===== config.mk =====
export PLATFORM = sky130hd
export DESIGN_NAME = uart_tx
export DESIGN_NICKNAME = d
export VERILOG_FILES = /design/src/rtl/uart_pkg.sv /design/src/rtl/uart_baud_gen.sv /design/src/rtl/uart_tx.sv
export SDC_FILE = /design/constraint.sdc
export NUM_CORES = 1
export LEC_CHECK = 0
export CAP_MARGIN = 20
export CORE_MARGIN = 4
export CORE_UTILIZATION = 61
export CTS_BUF_LIST = sky130_fd_sc_hd__clkbuf_16
export DETAILED_ROUTE_END_ITERATION = 8
export GPL_TIMING_DRIVEN = 0
export PLACE_DENSITY = 0.95
export SLEW_MARGIN = 40
export SYNTH_ARGS = -nofsm -noshare
export SYNTH_HDL_FRONTEND = slang
export SYNTH_HIERARCHICAL = 1
export SYNTH_SLANG_ARGS = --single-unit

===== constraint.sdc =====
create_clock -name clk -period 6.13 [get_ports clk]
set_input_delay 1.226 -clock clk [delete_from_list [all_inputs] [get_ports clk]]
set_output_delay 1.226 -clock clk [all_outputs]
set_load 0.005 [all_outputs]

===== src/rtl/uart_pkg.sv =====
// uart_pkg: FSM state encoding and constants shared by the UART tx/rx pair.
// Parity support in uart_tx is selected with UART_TX_PARITY_EN.
package uart_pkg;

  localparam int DATA_W_DEF = 8;
  localparam int DIV_W_DEF  = 16;

  localparam logic IDLE_LEVEL = 1'b1;

  typedef enum logic [2:0] {
    IDLE,
    FETCH,
    START,
    DATA,
    PARITY,
    STOP
  } uart_state_e;

endpackage


===== src/rtl/uart_baud_gen.sv =====
// uart_baud_gen: bit-period counter; bit_tick marks the last clock of a bit.
// Held at zero while clear is high so the first period is always full length.
module uart_baud_gen
  import uart_pkg::*;
#(
  parameter int DIV_W = DIV_W_DEF
) (
  input  logic             clk,
  input  logic             reset,
  input  logic             clear,
  input  logic [DIV_W-1:0] div,
  output logic             bit_tick
);

  localparam logic [DIV_W-1:0] ONE = DIV_W'(1);

  logic [DIV_W-1:0] cnt;

  assign bit_tick = !clear && (cnt == div - ONE);

  always_ff @(posedge clk or posedge reset) begin
    if (reset) begin
      cnt <= '0;
    end else if (clear || bit_tick) begin
      cnt <= '0;
    end else begin
      cnt <= cnt + ONE;
    end
  end

endmodule


===== src/rtl/uart_tx.sv =====
// uart_tx: fifo-fed UART serializer, start + DATA_W LSB-first + stop bits.
// Define UART_TX_PARITY_EN to add the parity_odd input and a parity bit.
module uart_tx
  import uart_pkg::*;
#(
  parameter int DATA_W    = DATA_W_DEF,
  parameter int DIV_W     = DIV_W_DEF,
  parameter int STOP_BITS = 1
) (
  input  logic              clk,
  input  logic              reset,
  input  logic              tx_en,
  input  logic [DIV_W-1:0]  baud_div,
`ifdef UART_TX_PARITY_EN
  input  logic              parity_odd,
`endif
  input  logic              fifo_empty,
  input  logic [DATA_W-1:0] fifo_data,
  output logic              fifo_rd_en,
  output logic              tx,
  output logic              busy,
  output logic              tx_done
);

  localparam int CW = $clog2(DATA_W + STOP_BITS + 1);
  localparam logic [CW-1:0] LAST_DATA = CW'(DATA_W - 1);
  localparam logic [CW-1:0] LAST_STOP = CW'(STOP_BITS - 1);
  localparam logic [CW-1:0] CONE      = CW'(1);

  uart_state_e       state;
  uart_state_e       state_nx;
  logic [DATA_W-1:0] shreg;
  logic [CW-1:0]     bitcnt;
  logic [DIV_W-1:0]  div_q;
  logic              baud_clr;
  logic              bit_tick;

`ifdef UART_TX_PARITY_EN
  logic par_q;
`endif

  assign baud_clr = (state == IDLE) || (state == FETCH);
  assign busy     = (state != IDLE);

  uart_baud_gen #(
    .DIV_W(DIV_W)
  ) u_baud (
    .clk     (clk),
    .reset   (reset),
    .clear   (baud_clr),
    .div     (div_q),
    .bit_tick(bit_tick)
  );

  always_ff @(posedge clk or posedge reset) begin
    if (reset) begin
      state <= IDLE;
    end else begin
      state <= state_nx;
    end
  end

  always_comb begin
    state_nx   = state;
    fifo_rd_en = 1'b0;
    tx         = IDLE_LEVEL;
    tx_done    = 1'b0;
    unique case (state)
      IDLE: begin
        // reset gates the pop so no byte leaves the fifo while held
        if (tx_en && !fifo_empty && !reset) begin
          fifo_rd_en = 1'b1;
          state_nx   = FETCH;
        end
      end
      FETCH: begin
        state_nx = START;
      end
      START: begin
        tx = 1'b0;
        if (bit_tick) begin
          state_nx = DATA;
        end
      end
      DATA: begin
        tx = shreg[0];
        if (bit_tick && bitcnt == LAST_DATA) begin
`ifdef UART_TX_PARITY_EN
          state_nx = PARITY;
`else
          state_nx = STOP;
`endif
        end
      end
`ifdef UART_TX_PARITY_EN
      PARITY: begin
        tx = par_q;
        if (bit_tick) begin
          state_nx = STOP;
        end
      end
`endif
      STOP: begin
        if (bit_tick && bitcnt == LAST_STOP) begin
          tx_done  = 1'b1;
          state_nx = IDLE;
        end
      end
      default: begin
        state_nx = IDLE;
      end
    endcase
  end

  always_ff @(posedge clk or posedge reset) begin
    if (reset) begin
      shreg  <= '0;
      bitcnt <= '0;
      div_q  <= '0;
    end else begin
      case (state)
        FETCH: begin
          shreg  <= fifo_data;
          bitcnt <= '0;
          div_q  <= (baud_div == '0) ? DIV_W'(1) : baud_div;
        end
        DATA: begin
          if (bit_tick) begin
            shreg  <= shreg >> 1;
            bitcnt <= (bitcnt == LAST_DATA) ? '0 : bitcnt + CONE;
          end
        end
        STOP: begin
          if (bit_tick) begin
            bitcnt <= bitcnt + CONE;
          end
        end
        default: begin
        end
      endcase
    end
  end

`ifdef UART_TX_PARITY_EN
  always_ff @(posedge clk or posedge reset) begin
    if (reset) begin
      par_q <= 1'b0;
    end else if (state == FETCH) begin
      par_q <= (^fifo_data) ^ parity_odd;
    end
  end
`endif

endmodule


# == After elaboration in Yosys (flattened, before gate mapping) ==
# Index checks and enable logic that the tools add are counted.
# classes
muxes,18
eq_ne,12
n_reduce_logical,19
add_sub_neg,3
# op_table
cell,count
2-to-1 mux 16 bit,2
"adder 16 x 1 -> 16 bit, second input constant",1
== test 16 bit,1
logical NOT 16 bit,1
one-hot mux 8 bit (2 select lines),1
"subtractor 16 x 1 -> 16 bit, second input constant",1
one-hot mux 3 bit (5 select lines),1
2-to-1 mux 3 bit,4
2-to-1 mux 4 bit,3
one-hot mux 4 bit (3 select lines),1
"!= test 2 bit, second input constant",5
2-to-1 mux 8 bit,1
"== test 3 x 2 -> 1 bit, second input constant",2
nonzero test 3 bit,2
logical AND 1 bit,5
"adder 4 x 1 -> 4 bit, second input constant",1
"== test 4 x 3 -> 1 bit, second input constant",1
logical NOT 4 bit,1
2-to-1 mux 1 bit,4
AND reduction 4 bit,1
"== test 3 x 1 -> 1 bit, second input constant",1
"== test 3 bit, second input constant",1
logical NOT 1 bit,3
logical NOT 3 bit,1
other kinds (6),7
# totals
word_cells,57
regBits,47

# == Depth between registers and ports, before layout ==
# Gate-level depths: netlist of the first run.
# logic_depth
word_depth,7
mapped_depth,13

# == Cells and area by module ==
# The synthesis of the first run kept the hierarchy.
# by_module_without_submodules
mod,seq_area_each_um2,n_inst,cells_each,area_each_um2
uart_baud_gen,400.4,1,168,1542.7
uart_tx,775.7,1,132,1490.2

# == Worst setup path before layout of the first run ==
# OpenSTA, ideal clock, no wires.
# synth_timing
path_kind,register -> output
start,reg div_q[0]
end,out tx_done
stages_incl_launch_ff,11
n_path_buf,0
path_slack_ps,2114
t_arrival_ps,2790
path_cell_list,dfrtp_1 inv_1 ha_1 nor2b_1 a31oi_1 o32ai_1 a31oi_1 a2111oi_4 and3b_1 nor4bb_1 and4b_1
# synth_between
elab_chain_len,6
# synth_rtl
element,line,source
from (decl),uart_tx.sv:34,logic [DIV_W-1:0] div_q;
from (signal assigned),uart_tx.sv:125,div_q <= (baud_div == '0) ? DIV_W'(1) : baud_div;
subtractor 16 x 1 -> 16 bit,uart_baud_gen.sv:19,assign bit_tick = !clear && (cnt == div - ONE);
== test 16 bit,uart_baud_gen.sv:19,
logical AND 1 bit,uart_baud_gen.sv:19,
via bit_tick,uart_tx.sv:36,logic bit_tick;
logical AND 1 bit,uart_tx.sv:104,if (bit_tick && bitcnt == LAST_STOP) begin
2-to-1 mux 1 bit,uart_tx.sv:104,
2-to-1 mux 1 bit,uart_tx.sv:68,unique case (state)
to (decl),uart_tx.sv:22,output logic tx_done
# The timed path passes the listed nets, and every way through them passes these cells.

# == Final worst setup path of the first run ==
# Ends and elaborated chain as after synthesis.

==> metrics.txt, run 1 <==
Fillers=335; max-slew violation count=0; crit-path most repeated cell=a31oi_1; sequential fraction of the synthesis area=38.8%; CP Cell Sequence=inv_1, ha_1, nor2b_1, a31oi_1, o32ai_1, a31oi_1, a2111oi_4, and3b_1, nor4bb_1, and4b_1, clkdlybuf4s50_1; Initial Utilization=63.8%; dominant cells by area after synthesis=dfrtp_1, xnor2_1, nand2b_1; post-route ant nets=0; area leader, netlist=dfrtp_1; DR DRC count=0; status=completed; area of the multi-input gates=1730 um2; post-CTS setup buffer count=0; post-route setup TNS=0 ps; Worst Tran Pin Value=666 ps; Fin. Hold Viols=0; HP Class=register to register; CP endpoint kind=output pin; routed vias/inst=5.90; fin util=75.1%; Syn Area/Cell=10.1 um2; pin count of the biggest net entering global routing=33; die height=78.5 um; Max Fanout on Critical Path=8; drt wl/cell=16.3 um; Routed WL=6620 um; Worst Clk Skew=5.38 ps; cells resized by post-CTS repair=0; LEAKAGE=1.39 nW; port bufs=31; clk buf depth=2; WS Path Type=register to output pin; GRT Residual Overflow=0; Slew HR=55.5%; worst vdd ir=0.000149 V; minimum clock period=5490 ps; Storage cell area=1180 um2; fin crit share=89.5%; Die ar.=6160 um2; netlist area before placement=3030 um2; GRT Resource Usage Total=23.8%; Unique masters post-synth=58; worst-path cell with the longest stage delay=clkdlybuf4s50_1; Max Cap Violations=0; first-pass GRT wire length=11600 um; top-area cell type share of the netlist area=38.8%; CTS hold repair buffers=0; First-pass DRT Iterations=4; RSZ-0062 raised after global routing=no; CP startpoint kind=register; H-tree depth=2; Syn-to-layout area delta=17.8%; final setup vio count=0; total CTS buffers=5; ant diodes=0; CTS Root Buffer Type=clkbuf_16; HPWL Detailed=4760 um; vias in the first global route=2513; fraction of layout cells with a size suffix above 1=13.9%; chip width=78.5 um; clock latency on the worst-skew pair=290 ps; total clock sinks=47; Crit path arrival time=4260 ps; Iter 0 DRT Violations=151; Warnings, synthesis=6; Layout Nets=370; Core ar.=4750 um2; initial antenna violation count=0; Mapped Cells=300; row count=25; CP required=4900 ps; I/O Pins=32; clock slew at reported path FFs=60 ps; ys async rst share=100%; CP peak stage delay=500 ps; syn_nets=332; Post-synth EDFFs=0; final total power=0.771 mW; power per cell area=216 nW/um2; GP Congestion=0.831; #FFs+latches synth=47; Max Fclk=182 MHz; TritonCTS clock tree=built; via count=2394; Main synth FF type=dfrtp_1
## cells by family (layout without fill, tap and decap cells)
logic type / after synthesis / count (layout) / synth area share (%)
compound gates: 56 / 56 / 14.0
xor+xnor: 34 / 34 / 9.82
fa+ha+maj: 6 / 6 / 2.31
buf+inv: 24 / 63 / 4.25
flops: 47 / 47 / 38.8
mux: 23 / 23 / 8.21
simple gates: 110 / 110 / 22.6
## cells in the final DEF, fill, tap and decap left out, types with 6 or more instances in the layout
cell type | synthesis | layout
xor2_1 | 7 | 7
nand4_1 | 9 | 9
nand2b_1 | 20 | 20
nand2_1 | 20 | 20
clkdlybuf4s50_1 | 0 | 31
nand3_1 | 7 | 7
a21oi_2 | 10 | 10
dfrtp_1 | 47 | 47
mux2_1 | 7 | 7
a31oi_1 | 7 | 7
xnor2_1 | 27 | 27
mux2i_1 | 8 | 8
a21oi_1 | 6 | 6
mux2_2 | 8 | 8
inv_1 | 11 | 10
nor2_1 | 12 | 12
o21ai_0 | 14 | 14
## registers in the layout (all words and copies together) (netlist names)
name / flops
bitcnt: 4
div_q: 16
shreg: 8
state: 3
u_baud/cnt: 16
## cells in the mapped netlist, types with 3 or more instances
library cell	count
nand3_1	7
buf_6	4
nand2_1	20
nor3b_1	3
mux2i_1	8
a21oi_2	10
nand3b_1	5
mux2_2	8
xor2_1	7
inv_1	11
nor2_1	12
a21oi_1	6
nand2b_1	20
dfrtp_1	47
nand4_1	9
nor3_1	4
o21ai_0	14
a31oi_1	7
o211ai_1	3
mux2_1	7
ha_1	4
xnor2_1	27
nor4_1	4
clkbuf_1	5
and2_1	3
## report_power, final
part           internal [mW]  leakage (nW)  switching [mW]
combinational         0.0721         0.744          0.0697
clock                  0.150        0.0658           0.114
sequential             0.334         0.582          0.0308
## per-layer routing
metal | part of all wire [%] | global-route usage [%]
met5 | 0 | 0
met4 | 3.5 | 12.1
met3 | 4.6 | 5.05
met2 | 49 | 40.0
met1 | 43 | 28.7
## worst max-delay path, delay by kind of cell (launching register included)
family,cells,cell delay [ps]
fa+ha+maj,1,300
flops,1,480
simple gates,4,1520
compound gates,4,1070
buf+inv,2,600
## worst paths after layout
kind	from	endpoint	slack [ps]	cells after the start
max in group asynchronous	reset	div_q[15]	4280	2
max	div_q[0]	tx_done	640	11
min	shreg[1]	shreg[1]	490	2
max reg2reg	div_q[0]	bitcnt[1]	2480	12
min in group asynchronous	reset	u_baud/cnt[3]	1400	2
min reg2reg	shreg[1]	shreg[1]	490	2
## final cells by class
cell class	count	share of cell area, %
clock inverter	3	0.560
timing repair buffer	31	8.69
buffer	12	2.35
multi-input combinational	229	48.4
clock buffer	5	3.50
sequential	47	32.9
inverter	12	1.26
tap	67	2.35
## stage by stage
step / cells / cell area, um2 / hold slack [ps] / worst slack, ps
finish: 406 / 3570 / 486 / 641
global placement: 398 / 3430 / 469 / 1140
floorplan: 300 / 3030 / 449 / 2110
global route: 406 / 3570 / 542 / 298
detailed placement: 398 / 3430 / 483 / 1070
CTS: 406 / 3570 / 497 / 724
Note: power is estimated with default switching activity, not from simulation.
==> run 2, diff against run 1 <==
- CORE_UTILIZATION: 61 -> 45
- PLACE_DENSITY: 0.95 -> 0.77
- TNS_END_PERCENT: unset -> 20
==> metrics.txt, run 2 (synthesis results as in run 1) <==
met2 routed WL=3100 um; first-pass GRT wire length=11100 um; port bufs=31; Reg-to-Reg Start=div_q[0]; chip width=90.1 um; Reg-to-Reg End=state[0]; clock latency on the worst-skew pair=280 ps; CP required=4900 ps; Initial Utilization=47.0%; power per cell area=223 nW/um2; GRT Residual Overflow=0; WHS Path Cells=2; row count=29; post-route ant nets=0; LEAKAGE=1.41 nW; worst reg2reg path depth=12; total CTS buffers=5; clk buf depth=2; Max Used Layer=met4; fraction of layout cells with a size suffix above 1=13.6%; cells resized by post-CTS repair=0; Crit path arrival time=4370 ps; GP Congestion=0.846; total clock sinks=47; Worst Clk Skew=3.43 ps; DR DRC count=0; area of the multi-input gates=1730 um2; HP Class=register to register; Slew HR=55.2%; Worst Tran Pin Value=671 ps; RSZ-0062 raised after global routing=no; Fin. Hold Viols=0; CTS hold repair buffers=0; met3 wire length=254 um; ant diodes=0; most frequent cells in the layout=dfrtp_1, clkdlybuf4s50_1, xnor2_1; R2R setup slack=2380 ps; biggest regs=div_q x16, u_baud/cnt x16, shreg x8; GRT Resource Usage Total=16.4%; CP endpoint kind=output pin; Layout Nets=370; worst vdd ir=0.000115 V; drt wl/cell=15.0 um; fin crit share=91.3%; Post-Layout Inst Area=3600 um2; WS Path Type=register to output pin; max-slew violation count=0; Core ar.=6460 um2; status=completed; I/O Pins=32; via count=2347; DP Area=3440 um2; clock slew at reported path FFs=60 ps; post-CTS setup buffer count=0; TritonCTS clock tree=built; H-tree depth=2; Syn-to-layout area delta=18.8%; vias in the first global route=2386; final setup vio count=0; Setup crit start=div_q[0]; post-route setup TNS=0 ps; Max Cap Violations=0; Iter 0 DRT Violations=67; pin count of the biggest net entering global routing=33; Storage cell area=1180 um2; HPWL Detailed=4670 um; die height=90.1 um; final hold slack=483 ps; post-route setup slack=532 ps; Routed WL=6240 um; M1 WL=2830 um; CTS Root Buffer Type=clkbuf_16; capture point of the worst path=tx_done; routed vias/inst=5.64; most common cell after layout, fill and taps aside=dfrtp_1; initial antenna violation count=0; minimum clock period=5600 ps; Fillers=574; Placement Setup Slack=941 ps; Max Fclk=179 MHz; Max Fanout on Critical Path=8; CP startpoint kind=register; First-pass DRT Iterations=4; Die ar.=8120 um2
[run 2: how the worst min path moves through the flow]
| stage | from | endpoint | slack (ps) |
|---|---|---|---|
| after detailed placement | shreg[1] | shreg[1] | 470 |
| after CTS | shreg[1] | shreg[1] | 490 |
| final | shreg[1] | shreg[1] | 480 |
| after global routing | shreg[1] | shreg[1] | 530 |
| after global placement | shreg[1] | shreg[1] | 470 |
| after floorplan | shreg[1] | shreg[1] | 450 |
[run 2: through the flow]
stage | power (mW) | util (%) | std cells
detailed placement | 0.506 | 53.3 | 408
global placement | 0.502 | 53.3 | 408
floorplan | 0.464 | - | 300
CTS | 0.813 | 55.8 | 416
global route | 0.846 | 55.8 | 416
finish | 0.804 | 55.8 | 416
[run 2: report_power, final]
| group | internal, mW | leakage (nW) | total, mW | switching [mW] |
|---|---|---|---|---|
| clock | 0.190 | 0.0812 | 0.303 | 0.112 |
| combinational | 0.0721 | 0.744 | 0.140 | 0.0675 |
| sequential | 0.334 | 0.582 | 0.362 | 0.0279 |
| total | 0.596 | 1.41 | 0.804 | 0.208 |
[run 2: worst max-delay path, cell delays in order (launching register included)]
cell and delay, ps:
dfrtp_1 470, inv_1 90, ha_1 300, nor2b_1 390, nand3b_1 150, xnor2_1 190, o211ai_1 180, a2111oi_4 580
and3b_1 410, nor4bb_1 530, and4b_1 280, clkdlybuf4s50_1 510
[run 2: per-layer routing]
layer	track usage, %	up-vias
met3	3.59	6
met4	3.83	0
met1	20.4	1148
li1	-	1152
met5	0	-
met2	28.9	41
[run 2: cell type report]
type	instances	share of cell area, %
inverter	12	1.25
timing repair buffer	31	8.61
clock buffer	5	3.47
tap	77	2.67
sequential	47	32.6
clock inverter	3	1.08
multi-input combinational	229	48.0
buffer	12	2.33
